==> config.mk <==
export PLATFORM = sky130hd
export DESIGN_NAME = seq_divider
export DESIGN_NICKNAME = d
export VERILOG_FILES = /design/src/rtl/seq_divider.sv
export SDC_FILE = /design/constraint.sdc
export NUM_CORES = 1
export LEC_CHECK = 0
export BUFFER_PORTS_ARGS = -buffer_cell sky130_fd_sc_hd__buf_2
export CORE_ASPECT_RATIO = 1.1
export CORE_UTILIZATION = 45
export DETAILED_ROUTE_END_ITERATION = 7
export GPL_TIMING_DRIVEN = 0
export HOLD_SLACK_MARGIN = 0.12
export SLEW_MARGIN = 30
export SYNTH_ARGS = -nofsm -noshare
export SYNTH_HDL_FRONTEND = slang
export SYNTH_SLANG_ARGS = --single-unit
==> constraint.sdc <==
create_clock -name clk -period 12.4 [get_ports clk]
set_clock_uncertainty 0.15 [all_clocks]
set_input_delay 2.48 -clock clk [delete_from_list [all_inputs] [get_ports clk]]
set_output_delay 2.48 -clock clk [all_outputs]
set_load 0.02 [all_outputs]
==> src/rtl/seq_divider.sv <==
// Multi-cycle non-restoring integer divider: quotient feeds ZLO, remainder feeds ZHI.
// Optional feature macro DIV_UNSIGNED_EN adds a div_unsigned input selecting unsigned division.
module seq_divider #(
    parameter int WIDTH = 32
) (
    input  logic             clk,
    input  logic             rst_n,
    input  logic             start,
`ifdef DIV_UNSIGNED_EN
    input  logic             div_unsigned,
`endif
    input  logic [WIDTH-1:0] dividend,
    input  logic [WIDTH-1:0] divisor,
    output logic             busy,
    output logic             done,
    output logic [WIDTH-1:0] quotient,
    output logic [WIDTH-1:0] remainder,
    output logic             div_by_zero
);

`ifdef DIV_UNSIGNED_EN
    // Unsigned divisors reach 2^WIDTH-1, so the partial remainder needs one extra bit of headroom.
    localparam int RW = WIDTH + 2;
    logic uns_reg;
`else
    localparam int RW = WIDTH + 1;
    localparam logic uns_reg = 1'b0;
`endif
    localparam int CW = $clog2(WIDTH);

    typedef enum logic [2:0] {IDLE, PREP, ITER, FIX, DONE} state_t;

    state_t           state, next_state;
    logic [WIDTH-1:0] a_reg, b_reg;
    logic [WIDTH-1:0] q_reg, d_reg;
    logic [RW-1:0]    r_reg;
    logic [CW-1:0]    cnt;
    logic             sq, sr;

    logic             accept;
    logic             a_neg, b_neg;
    logic [WIDTH-1:0] a_abs, b_abs, r_mag;
    logic [RW-1:0]    d_ext, r_shift, r_step;

    assign accept  = start && (state == IDLE || state == DONE);
    assign a_neg   = a_reg[WIDTH-1] && !uns_reg;
    assign b_neg   = b_reg[WIDTH-1] && !uns_reg;
    assign a_abs   = a_neg ? -a_reg : a_reg;
    assign b_abs   = b_neg ? -b_reg : b_reg;
    assign d_ext   = {{(RW-WIDTH){1'b0}}, d_reg};
    assign r_shift = {r_reg[RW-2:0], q_reg[WIDTH-1]};
    assign r_step  = r_reg[RW-1] ? r_shift + d_ext : r_shift - d_ext;
    // Final remainder fits in WIDTH bits once the negative correction is applied.
    assign r_mag   = r_reg[RW-1] ? r_reg[WIDTH-1:0] + d_reg : r_reg[WIDTH-1:0];

    always_ff @(posedge clk or negedge rst_n) begin
        if (!rst_n) begin
            state <= IDLE;
        end else begin
            state <= next_state;
        end
    end

    always_comb begin
        next_state = state;
        case (state)
            IDLE:    if (start) next_state = PREP;
            PREP:    next_state = (b_reg == '0) ? DONE : ITER;
            ITER:    if (cnt == CW'(WIDTH - 1)) next_state = FIX;
            FIX:     next_state = DONE;
            DONE:    next_state = start ? PREP : IDLE;
            default: next_state = IDLE;
        endcase
    end

    always_comb begin
        busy = (state == PREP) || (state == ITER) || (state == FIX);
        done = (state == DONE);
    end

    always_ff @(posedge clk or negedge rst_n) begin
        if (!rst_n) begin
            a_reg       <= '0;
            b_reg       <= '0;
            q_reg       <= '0;
            d_reg       <= '0;
            r_reg       <= '0;
            cnt         <= '0;
            sq          <= 1'b0;
            sr          <= 1'b0;
            quotient    <= '0;
            remainder   <= '0;
            div_by_zero <= 1'b0;
`ifdef DIV_UNSIGNED_EN
            uns_reg     <= 1'b0;
`endif
        end else begin
            case (state)
                IDLE, DONE: begin
                    if (accept) begin
                        a_reg       <= dividend;
                        b_reg       <= divisor;
                        div_by_zero <= 1'b0;
`ifdef DIV_UNSIGNED_EN
                        uns_reg     <= div_unsigned;
`endif
                    end
                end
                PREP: begin
                    q_reg <= a_abs;
                    d_reg <= b_abs;
                    r_reg <= '0;
                    cnt   <= '0;
                    sq    <= (a_reg[WIDTH-1] ^ b_reg[WIDTH-1]) && !uns_reg;
                    sr    <= a_neg;
                    if (b_reg == '0) begin
                        quotient    <= '1;
                        remainder   <= a_reg;
                        div_by_zero <= 1'b1;
                    end
                end
                ITER: begin
                    r_reg <= r_step;
                    q_reg <= {q_reg[WIDTH-2:0], ~r_step[RW-1]};
                    cnt   <= cnt + 1'b1;
                end
                FIX: begin
                    quotient  <= sq ? -q_reg : q_reg;
                    remainder <= sr ? -r_mag : r_mag;
                end
                default: ;
            endcase
        end
    end

endmodule

==> results.sh <==
export IMPL_outcome="complete, no violations"
export IMPL_period_needed_ps=8450
export IMPL_required_ps=12640
export IMPL_ant_nets=0
export IMPL_die_x_microns=182
export IMPL_finish_utilization_pct=52.1
export IMPL_wl_met1_mm=22.6
export IMPL_synth_area_leaders="dfrtp_1, xor2_1, o21ai_0, ha_1, nand2_1"
export IMPL_cp_cell_sequence="clkbuf_1 > clkbuf_1 > clkbuf_1 > clkbuf_1 > buf_1 > clkbuf_1 > clkbuf_1 > buf_1 > nor2_1 > xor2_1 > ha_1 > nor2b_1 > o21a_1 > o21ai_0 > a21oi_1 > o21a_1 > o2111ai_1 > a21oi_1 > o21ai_0 > o2111ai_1 > a2111oi_0 > nor4_1"
export IMPL_hold_viol=0
export IMPL_cts_htree_levels=1
export IMPL_synth_main_ff_cell="dfrtp_1"
export IMPL_track_usage_pct=29.2
export IMPL_syn_nets=1969
export IMPL_route_detailed_drc=0
export IMPL_syn2layout_area_growth_pct=13.9
export IMPL_cp_end_kind="register"
export IMPL_yosysTopAreaCell="dfrtp_1"
export IMPL_maxSlewViolCount=0
export IMPL_period_share_pct=68.2
export IMPL_whs_ps=362
export IMPL_wirelength_mm=53.5
export IMPL_worst_path_max_fanout=10
export IMPL_synthArstFlopShare_pct=100
export IMPL_ys_types=77
export IMPL_fillers=3407
export IMPL_cpMostUsedCell="clkbuf_1"
export IMPL_grt_max_degree=87
export IMPL_diodes=0
export IMPL_rsz0062_at_grt="no"
export IMPL_grt_pass1_vias=14300
export IMPL_synth_seq_cells=236
export IMPL_synth_cells=1830
export IMPL_via_per_inst=5.87
export IMPL_clk_latency_ps=550
export IMPL_cpPeakStageDelay_ps=570
export IMPL_syn_area_per_cell_sq_um=8.81
export IMPL_overflow=0
export IMPL_initial_utilization_pct=45.8
export IMPL_drive_above_1_share_pct=13.7
export IMPL_die_area_sq_um=36600
export IMPL_timing_worst_setup_path_type="register to register"
export IMPL_synth_edff_count=0
export IMPL_layout_common_cells="dfrtp_1, o21ai_0, nand2_1"
export IMPL_largest_reg_flops=33
export IMPL_cpMaxStageDelayCell="clkbuf_1"
export IMPL_grt_pass1_wl_mm=83.2
export IMPL_dr_wl_met2_mm=26.7
export IMPL_fin_area_sq_um=18400
export IMPL_cts_resized=0
export IMPL_cts_made_buffers=27
export IMPL_fin_tns_setup_ps=0
export IMPL_setup_viol=0
export IMPL_fmax_ghz=0.118
export IMPL_dr_max_layer_used="met4"
export IMPL_synth_top_area_share_pct=36.6
export IMPL_cap_viol_max_count=0
export IMPL_slew_headroom_pct=33.5
export IMPL_dpl_hpwl_mm=42.4
export IMPL_path_clk_slew_ps=60
export IMPL_cts_sinks=236
export IMPL_die_y_microns=201
export IMPL_hold_class="register to register"
export IMPL_nNetsFinal=2133
export IMPL_grt_antenna_before_repair=0
export IMPL_worst_slew_pin_slew_ps=998
export IMPL_wl_met3_mm=1.95
export IMPL_num_rows=72
export IMPL_cts_buffer_depth=3
export IMPL_drt_iter0_drc=981
export IMPL_postPlaceCellArea_sq_um=17500
export IMPL_core_sq_um=35200
export IMPL_final_common_cell="dfrtp_1"
export IMPL_wl_per_cell_microns=21.5
export IMPL_cts_tree="done"
export IMPL_io_pins=134
export IMPL_portBuffers=133
export IMPL_ctsHoldBuffers=0
export IMPL_cts_root_buffer="clkbuf_16"
export IMPL_dr_total_vias=14600
export IMPL_synth_warnings=0
export IMPL_gp_congestion=0.948
export IMPL_ys_seq_area_share_pct=36.6
export IMPL_postCtsSetupBuffers=0
export IMPL_first_pass_iters=6
export IMPL_cp_start_kind="register"
export IMPL_critPathArrivalTime_ps=8690
export IMPL_synthesis_area_sq_um=16100
-- final cells by class --
class,instances,area [sq um],area share (%)
inverter,41,154,0.838
clock buffer,38,807,4.39
timing repair buffer,135,731,3.98
multi-input combinational,1453,9680,52.7
tap,481,602,3.28
clock inverter,10,87.6,0.477
buffer,100,398,2.17
sequential,236,5910,32.2
-- routing by layer --
| layer | up-vias | global-route usage [%] |
|---|---|---|
| met3 | 117 | 2.52 |
| met2 | 397 | 51.2 |
| met5 | - | 0 |
| li1 | 7047 | - |
| met4 | 0 | 12.5 |
| met1 | 7084 | 36.7 |
-- stage by stage --
step / setup WS, ps / std cells
2_1_floorplan: 6730 / 1830
4_1_cts: 4000 / 2494
3_5_place_dp: 4060 / 2446
6_report: 3950 / 2494
3_3_place_gp: 3940 / 2444
5_1_grt: 3390 / 2494
-- cells in the mapped netlist, drive strengths merged (12+ instances only) --
cell type,instances
nand2,195
o31ai,40
ha,70
a31oi,32
buf,21
nand2b,16
inv,40
o21ai,223
nor2,99
dfrtp,236
o41ai,12
mux2,65
or4,28
nor3,44
xnor2,44
a22oi,35
a211oi,12
a21oi,102
nand3,22
and3,20
nor4,15
xor2,134
nand4,13
and2,13
mux2i,15
or3,29
a21o,26
nor2b,15
clkbuf,79
-- worst paths after layout --
check                               endpoint       from  slack [ps]  depth (start not counted)
worst max-delay path                q_reg[0]  r_reg[32]        3950                         22
worst min-delay path                  cnt[3]     cnt[3]         360                          1
worst max register to register      q_reg[0]  r_reg[32]        3950                         22
worst min register to register        cnt[3]     cnt[3]         360                          1
max in group asynchronous          b_reg[15]      rst_n        9060                          3
min in group asynchronous       quotient[29]      rst_n        1750                          1
-- cells by family (layout without fill, tap and decap cells) --
| kind of cell | count (synthesis) | after routing | synth area share [%] |
|---|---|---|---|
| buffers and inverters | 141 | 324 | 3.42 |
| muxes | 80 | 80 | 5.49 |
| adders and majority gates | 72 | 72 | 5.68 |
| DFF | 236 | 236 | 36.6 |
| and+or+nand+nor | 542 | 542 | 16.7 |
| AOI/OAI and AO/OA | 581 | 581 | 22.4 |
| xor gates and xnor gates | 178 | 178 | 9.67 |
-- worst max-delay path: cells and delay by family, from the launching register on --
family	cells	cell delay, ps
buf+inv	8	4190
compound gates	9	2650
flops	1	330
xor+xnor	1	170
fa+ha+maj	1	320
simple gates	3	450
Power is not shown: default switching activity piles up to over one toggle a cycle in this logic, so the estimate is an artifact.
